## src/rtl/interval_timer_ctrl_pkg.sv

```systemverilog
// Shared types for the interval timer controller: state encoding, datapath width
// and a saturating decrement used by the interval down-counter.
package interval_timer_ctrl_pkg;

    localparam int unsigned CNT_W = 4;

    typedef enum logic [1:0] {
        ST_IDLE = 2'b00,
        ST_RUN  = 2'b01,
        ST_DONE = 2'b10
    } state_t;

    // Saturates at zero so the interval count can never wrap.
    function automatic logic [CNT_W-1:0] dec_sat(input logic [CNT_W-1:0] v);
        return (v == 4'd0) ? 4'd0 : v - 4'd1;
    endfunction

endpackage

```

## src/rtl/up_counter_4b.sv

```systemverilog
// 4-bit loadable up-counter datapath; ld has priority over cnt,
// tcount flags the all-ones terminal value.
module up_counter_4b (
    input  logic       clk,
    input  logic       rst,
    input  logic       ld,
    input  logic       cnt,
    input  logic [3:0] in,
    output logic [3:0] count,
    output logic       tcount
);

    logic [3:0] count_r;

    // Counter register: synchronous reset, load beats increment.
    always_ff @(posedge clk) begin
        if (rst) begin
            count_r <= 4'd0;
        end else if (ld) begin
            count_r <= in;
        end else if (cnt) begin
            count_r <= count_r + 4'd1;
        end else begin
            count_r <= count_r;
        end
    end

    assign count  = count_r;
    assign tcount = (count_r == 4'hF);

endmodule

```

## src/rtl/interval_timer_ctrl.sv

```systemverilog
// Interval timer sequencer: drives the 4-bit counter's ld/cnt/in pins to produce
// a tick every P+1 cycles for R intervals, then a one-cycle done pulse.
module interval_timer_ctrl
    import interval_timer_ctrl_pkg::*;
(
    input  logic             clk,
    input  logic             rst,
    input  logic             start,
    input  logic [CNT_W-1:0] period,
    input  logic [CNT_W-1:0] reps,
    input  logic             pause,
    input  logic             abort,
    output logic             busy,
    output logic             tick,
    output logic             done,
    output logic [CNT_W-1:0] remaining,
    output logic [CNT_W-1:0] count
);

    state_t           state_r;
    state_t           state_nxt_s;
    logic [CNT_W-1:0] period_r;
    logic [CNT_W-1:0] period_nxt_s;
    logic [CNT_W-1:0] remaining_r;
    logic [CNT_W-1:0] remaining_nxt_s;
    logic [CNT_W-1:0] load_val_s;
    logic             ld_s;
    logic             cnt_s;
    logic             tick_s;
    logic             tcount_s;
    logic [CNT_W-1:0] count_s;

    up_counter_4b u_counter (
        .clk    (clk),
        .rst    (rst),
        .ld     (ld_s),
        .cnt    (cnt_s),
        .in     (load_val_s),
        .count  (count_s),
        .tcount (tcount_s)
    );

    // Next-state, counter control and interval bookkeeping decode.
    always_comb begin
        state_nxt_s     = state_r;
        period_nxt_s    = period_r;
        remaining_nxt_s = remaining_r;
        load_val_s      = ~period_r;
        ld_s            = 1'b0;
        cnt_s           = 1'b0;
        tick_s          = 1'b0;
        case (state_r)
            ST_IDLE: begin
                // The first load must use the port value; period_r is only written at this edge.
                load_val_s = ~period;
                if (start) begin
                    if (reps != 4'd0) begin
                        ld_s            = 1'b1;
                        period_nxt_s    = period;
                        remaining_nxt_s = reps;
                        state_nxt_s     = ST_RUN;
                    end else begin
                        state_nxt_s = ST_DONE;
                    end
                end else begin
                    state_nxt_s = ST_IDLE;
                end
            end
            ST_RUN: begin
                if (abort) begin
                    remaining_nxt_s = 4'd0;
                    state_nxt_s     = ST_IDLE;
                end else if (pause) begin
                    state_nxt_s = ST_RUN;
                end else if (tcount_s) begin
                    tick_s          = 1'b1;
                    remaining_nxt_s = dec_sat(remaining_r);
                    if (remaining_r > 4'd1) begin
                        ld_s        = 1'b1;
                        state_nxt_s = ST_RUN;
                    end else begin
                        state_nxt_s = ST_DONE;
                    end
                end else begin
                    cnt_s = 1'b1;
                end
            end
            ST_DONE: begin
                state_nxt_s = ST_IDLE;
            end
            default: begin
                state_nxt_s = ST_IDLE;
            end
        endcase
    end

    // Controller state, latched period and interval down-counter.
    always_ff @(posedge clk) begin
        if (rst) begin
            state_r     <= ST_IDLE;
            period_r    <= 4'd0;
            remaining_r <= 4'd0;
        end else begin
            state_r     <= state_nxt_s;
            period_r    <= period_nxt_s;
            remaining_r <= remaining_nxt_s;
        end
    end

    assign busy      = (state_r == ST_RUN);
    assign done      = (state_r == ST_DONE);
    assign tick      = tick_s;
    assign remaining = remaining_r;
    assign count     = count_s;

endmodule

```

## config.mk

```make
export PLATFORM = sky130hd
export DESIGN_NAME = interval_timer_ctrl
export DESIGN_NICKNAME = d
export VERILOG_FILES = /design/src/rtl/interval_timer_ctrl_pkg.sv /design/src/rtl/up_counter_4b.sv /design/src/rtl/interval_timer_ctrl.sv
export SDC_FILE = /design/constraint.sdc
export NUM_CORES = 1
export LEC_CHECK = 0
export CORE_AREA = 3 3 41 57
export DETAILED_ROUTE_END_ITERATION = 8
export DIE_AREA = 0 0 44 60
export PLACE_DENSITY = 0.83
export SLEW_MARGIN = 20
export SYNTH_ARGS = -nofsm -noshare
export SYNTH_HDL_FRONTEND = slang
export SYNTH_SLANG_ARGS = --single-unit
export TNS_END_PERCENT = 5
```

## constraint.sdc

```tcl
create_clock -name clk -period 5.65 [get_ports clk]
set_input_delay 1.4125 -clock clk [delete_from_list [all_inputs] [get_ports clk]]
set_output_delay 1.4125 -clock clk [all_outputs]
set_load 0.03 [all_outputs]
```

==> flow_metrics.env, run 1 <==
export IMPL_status="finished, final reports clean"
export IMPL_min_period_over_period=0.827
export IMPL_finClkSkew_ns=0.00546
export IMPL_synth_fp_nets=109
export IMPL_wirelength_mm=2.11
export IMPL_vias=858
export IMPL_die_area_um2=2640
export IMPL_cp_slowest_stage_delay_ns=0.67
export IMPL_required_ns=4.24
export IMPL_start_kind="input pin"
export IMPL_postRouteAntennaNets=0
export IMPL_layout_commonest_cell="clkdlybuf4s50_1"
export IMPL_post_route_util=0.591
export IMPL_fillerInstances=171
export IMPL_yosys_register_bits=14
export IMPL_cts_sinks=14
export IMPL_crit_chain="clkdlybuf4s50_1 > or4b_4 > nor2_1 > clkdlybuf4s50_1"
export IMPL_ioPinCount=24
export IMPL_synthFlopType="dfxtp_1"
export IMPL_wl_per_cell_um=15.4
export IMPL_cts_root_buf="clkbuf_4"
export IMPL_grt_pass1_vias=839
export IMPL_clk_pin_slew_worst_paths_ns=0.08
export IMPL_clkPwrFrac=0.269
export IMPL_grt_use_total=0.178
export IMPL_setup_tns_final_ns=0
export IMPL_cts_resized_gates=0
export IMPL_syn_inst=95
export IMPL_p_comb_frac=0.292
export IMPL_placeableCoreArea_um2=1850
export IMPL_die_w_um=44
export IMPL_rsz0062_at_grt="false"
export IMPL_worstSetupPathType="input pin to output port"
export IMPL_endpoint_kind="output port"
export IMPL_gp_congestion=0.991
export IMPL_diodes=0
export IMPL_slew_viol_final=0
export IMPL_pwr_share_seq=0.439
export IMPL_path_common_cell="clkdlybuf4s50_1"
export IMPL_area_delta_synth_final_pct=31.7
export IMPL_cp_slowest_cell="clkdlybuf4s50_1"
export IMPL_drtIter0Drc=10
export IMPL_drc=0
export IMPL_p_per_area_nw_per_um2=246
export IMPL_hold_violations=0
export IMPL_synth_seq_area_share=0.338
export IMPL_p_sw_w=0.0000858
export IMPL_grt_antenna_before_repair=0
export IMPL_io_buffers=23
export IMPL_most_common_layout_cells="23 x clkdlybuf4s50_1, 14 x dfxtp_1, 11 x nor2_1"
export IMPL_switching_share=0.319
export IMPL_p_total_w=0.000269
export IMPL_cts_max_level=1
export IMPL_cts_setup_buffers=0
export IMPL_setup_viol=0
export IMPL_timing_hold_ws_ns=0.504
export IMPL_max_freq_mhz=214
export IMPL_layout_setup_ws_ns=0.978
export IMPL_cts_tree="done"
export IMPL_grt_max_degree=16
export IMPL_grt_pass1_wl_mm=3.63
export IMPL_yosysWarnings=0
export IMPL_tightest_slew_ns=0.887
export IMPL_syn_avg_cell_area_um2=8.72
export IMPL_avgViaCountPerCell=6.26
export IMPL_hp_class="flop to flop"
export IMPL_finalCriticalPeriod_ns=4.67
export IMPL_critPathMaxFanout=7
export IMPL_nets=132
export IMPL_timing_slew_headroom=0.401
export IMPL_cts_path_max_buffers=2
export IMPL_cap_violations=0
export IMPL_rows=18
export IMPL_async_flop_share=0
export IMPL_hold_depth=2
export IMPL_dp_hpwl_mm=1.57
export IMPL_die_h_um=60
export IMPL_intPower_w=0.000183
export IMPL_arrival_ns=3.26
export IMPL_p_leak_nw=0.419
export IMPL_rr_worst_depth=4
export IMPL_syn_area_um2=828
export IMPL_gr_total_overflow=0
export IMPL_clock_latency_ns=0.28
export IMPL_ir_drop_mv=0.192
export IMPL_initial_core_util=0.449
export IMPL_synth_distinct_cells=41
export IMPL_cts_buffers=3
export IMPL_post_place_ws_ns=0.969
export IMPL_cts_hold_fix_buffers=0
export IMPL_synth_edff_count=0
export IMPL_drive_gt1_frac=0.0598
export IMPL_dr_pass1_iters=4
==> sequential cells by signal, summed over array words and instances, names as in the netlist <==
register	cells
period_r	4
remaining	4
u_counter.count	4
state_r	2
==> final cells by class <==
cell class | count | area [um2] | area share
multi-input combinational | 72 | 504 | 0.462
sequential | 14 | 280 | 0.257
timing repair buffer | 23 | 230 | 0.211
clock buffer | 4 | 36.3 | 0.0333
tap | 20 | 25.0 | 0.0229
inverter | 4 | 15.0 | 0.0138
==> stage by stage <==
step	area [um2]	std cells
final	1090	137
after global routing	1090	137
after CTS	1090	137
after detailed placement	1050	133
after global placement	1050	133
after floorplan	828	95
==> power groups by stage <==
stage               logic [W]  registers [W]  clock network [W]
floorplan           0.0000391       0.000127                  0
global placement    0.0000772       0.000120                  0
detailed placement  0.0000780       0.000120                  0
CTS                 0.0000788       0.000118          0.0000740
global route        0.0000851       0.000120          0.0000810
finish              0.0000785       0.000118          0.0000723
==> per-layer routing <==
layer,vias to the layer above,routed length [um],share of wire,GRT usage
li1,414,-,-,-
met1,403,841,0.40,0.208
met2,35,1070,0.51,0.310
met3,6,142,0.067,0.0241
met4,0,55,0.026,0.0862
met5,-,0,0,0
==> cells in the mapped netlist, drive strengths merged, types with 2 or more instances <==
master	n	share of area
a21oi	6	0.041
a311oi	3	0.032
a31oi	2	0.015
a32oi	3	0.032
buf	4	0.030
dfxtp	14	0.34
inv	4	0.018
mux2i	8	0.097
nand2	3	0.014
nand2b	3	0.023
nand3	2	0.012
nor2	11	0.050
nor2b	2	0.015
nor3	3	0.018
nor4	2	0.015
o21ai	2	0.012
xor2	2	0.021
==> critical path: cells and delay by family <==
family	cells	cell delay [ns]
buf+inv	2	1.18
simple gates	2	0.66
==> kinds of logic (layout without fill, tap and decap cells) <==
group           after synthesis  in the layout  synth area share
compound gates               25             25             0.227
xor+xnor                      2              2            0.0212
mux                           8              8            0.0967
buf+inv                       9             31            0.0529
flops                        14             14             0.338
fa+ha+maj                     1              1            0.0151
simple gates                 36             36             0.249
==> worst paths after layout <==
path	start	endpoint	slack, ns
setup reg to reg	state_r[0]$_SDFFE_PP0P_	u_counter.count[2]$_SDFFE_PP0P_	3.39
hold / removal	period_r[0]$_SDFFE_PP0N_	period_r[0]$_SDFFE_PP0N_	0.50
hold reg to reg	period_r[0]$_SDFFE_PP0N_	period_r[0]$_SDFFE_PP0N_	0.50
setup / recovery	abort	tick	0.98
(Power assumes the default switching activity.)
==> run 2, diff against run 1 <==
CORE_AREA = 3 3 42 60   (was 3 3 41 57)
DIE_AREA = 0 0 45 63   (was 0 0 44 60)
PLACE_DENSITY = 0.81   (was 0.83)
clock period = 4.03 ns   (was 5.65 ns; I/O delays follow)
==> run 2 against run 1 <==
Clock-buffer cell count stayed put. First-iteration DRC count grew to 2.5 times the previous value. Clock skew is 0.0041 ns lower. Flip-flop and latch count stayed put. Final area is 0.92% higher. Worst hold slack worse by 0.0021 ns. Largest cell class unchanged. Largest power group unchanged. Highest routed layer unchanged.
==> flow_metrics.env, run 2 (synthesis gave the netlist of run 1 again) <==
export IMPL_status="finished, final reports clean"
export IMPL_switching_share=0.316
export IMPL_setup_viol=0
export IMPL_finalCriticalPeriod_ns=3.80
export IMPL_required_ns=3.02
export IMPL_grt_max_degree=16
export IMPL_r2r_start="state_r[0]$_SDFFE_PP0P_"
export IMPL_ir_drop_mv=0.180
export IMPL_gp_congestion=0.868
export IMPL_endpoint_kind="output port"
export IMPL_drtIter0Drc=25
export IMPL_nets=133
export IMPL_cp_slowest_cell="clkdlybuf4s50_1"
export IMPL_cp_slowest_stage_delay_ns=0.68
export IMPL_start_kind="input pin"
export IMPL_cts_sinks=14
export IMPL_p_sw_w=0.000119
export IMPL_min_period_over_period=0.944
export IMPL_intPower_w=0.000257
export IMPL_wl_per_cell_um=14.1
export IMPL_io_buffers=23
export IMPL_drive_gt1_frac=0.0678
export IMPL_placeableCoreArea_um2=2100
export IMPL_critPathMaxFanout=4
export IMPL_grt_antenna_before_repair=0
export IMPL_p_leak_nw=0.423
export IMPL_grt_pass1_wl_mm=3.37
export IMPL_tightest_slew_ns=0.902
export IMPL_avgViaCountPerCell=6.09
export IMPL_arrival_ns=2.80
export IMPL_hp_class="flop to flop"
export IMPL_cts_max_level=1
export IMPL_ioPinCount=24
export IMPL_cts_root_buf="clkbuf_4"
export IMPL_fillerInstances=213
export IMPL_grt_pass1_vias=795
export IMPL_initial_core_util=0.394
export IMPL_cts_tree="done"
export IMPL_die_h_um=63
export IMPL_hold_violations=0
export IMPL_cts_buffers=3
export IMPL_p_per_area_nw_per_um2=341
export IMPL_clk_pin_slew_worst_paths_ns=0.08
export IMPL_area_delta_synth_final_pct=32.9
export IMPL_layout_commonest_cell="clkdlybuf4s50_1"
export IMPL_slew_viol_final=0
export IMPL_crit_start="pause"
export IMPL_cts_resized_gates=0
export IMPL_max_freq_mhz=263
export IMPL_cts_path_max_buffers=2
export IMPL_crit_chain="clkdlybuf4s50_1 > or4b_4 > nor2_1 > clkdlybuf4s50_1"
export IMPL_most_common_layout_cells="23 x clkdlybuf4s50_1, 14 x dfxtp_1, 11 x nor2_1"
export IMPL_pwr_share_seq=0.438
export IMPL_timing_slew_headroom=0.390
export IMPL_die_w_um=45
export IMPL_vias=852
export IMPL_postRouteAntennaNets=0
export IMPL_p_comb_frac=0.291
export IMPL_gr_total_overflow=0
export IMPL_rows=20
export IMPL_worstSetupPathType="input pin to output port"
export IMPL_dp_hpwl_mm=1.46
export IMPL_rsz0062_at_grt="false"
export IMPL_cap_violations=0
export IMPL_diodes=0
export IMPL_cts_setup_buffers=0
export IMPL_wirelength_mm=1.97
export IMPL_setup_tns_final_ns=0
export IMPL_grt_use_total=0.152
export IMPL_path_common_cell="clkdlybuf4s50_1"
export IMPL_post_route_util=0.524
export IMPL_finClkSkew_ns=0.00141
export IMPL_min_from="period_r[1]$_SDFFE_PP0N_"
export IMPL_clkPwrFrac=0.271
export IMPL_clock_latency_ns=0.28
export IMPL_cts_hold_fix_buffers=0
export IMPL_dr_pass1_iters=4
export IMPL_drc=0
export IMPL_die_area_um2=2840
run 2: cell types whose count changed in the layout (fill, tap and decap cells not counted), sizes merged:
cell  before  now
buf        0    1
run 2: path summary, 6_finish.rpt:
| kind | to | slack (ns) | cells past startpoint |
|---|---|---|---|
| setup / recovery | tick | 0.23 | 4 |
| hold / removal | period_r[1]$_SDFFE_PP0N_ | 0.50 | 2 |
| setup reg to reg | u_counter.count[2]$_SDFFE_PP0P_ | 1.76 | 4 |
| hold reg to reg | period_r[1]$_SDFFE_PP0N_ | 0.50 | 2 |
run 2: power groups by stage:
stage	clock [W]	combinational, W	sequential [W]
finish	0.000102	0.000109	0.000165
global route	0.000113	0.000119	0.000167
floorplan	0	0.0000549	0.000178
global placement	0	0.000109	0.000167
detailed placement	0	0.000109	0.000168
CTS	0.000106	0.000110	0.000165
run 2: final cells by class:
| cell class | count | area (um2) | area share |
|---|---|---|---|
| Sequential cell | 14 | 280 | 0.255 |
| Multi-Input combinational cell | 72 | 504 | 0.458 |
| Inverter | 4 | 15.0 | 0.0136 |
| Timing Repair Buffer | 24 | 238 | 0.216 |
| Clock buffer | 4 | 36.3 | 0.0330 |
| Tap cell | 22 | 27.5 | 0.0250 |
run 2: stage by stage:
step | cells | power (W) | setup slack [ns] | area [um2] | hold slack (ns)
2_1_floorplan | 95 | 0.000233 | 1.08 | 828 | 0.455
3_3_place_gp | 136 | 0.000276 | 0.257 | 1060 | 0.474
3_5_place_dp | 136 | 0.000277 | 0.234 | 1060 | 0.488
4_1_cts | 140 | 0.000380 | 0.235 | 1100 | 0.510
5_1_grt | 140 | 0.000399 | 0.149 | 1100 | 0.538
6_report | 140 | 0.000376 | 0.227 | 1100 | 0.502
run 2: per-layer routing:
layer,wire length [um],global-route usage
met3,136,0.0231
met1,816,0.182
met4,29,0.0623
met2,987,0.255
met5,0,0
run 2: worst max-delay path, delay by kind of cell:
family,cells,cell delay [ns]
AND/OR/NAND/NOR,2,0.64
buffers and inverters,2,1.15
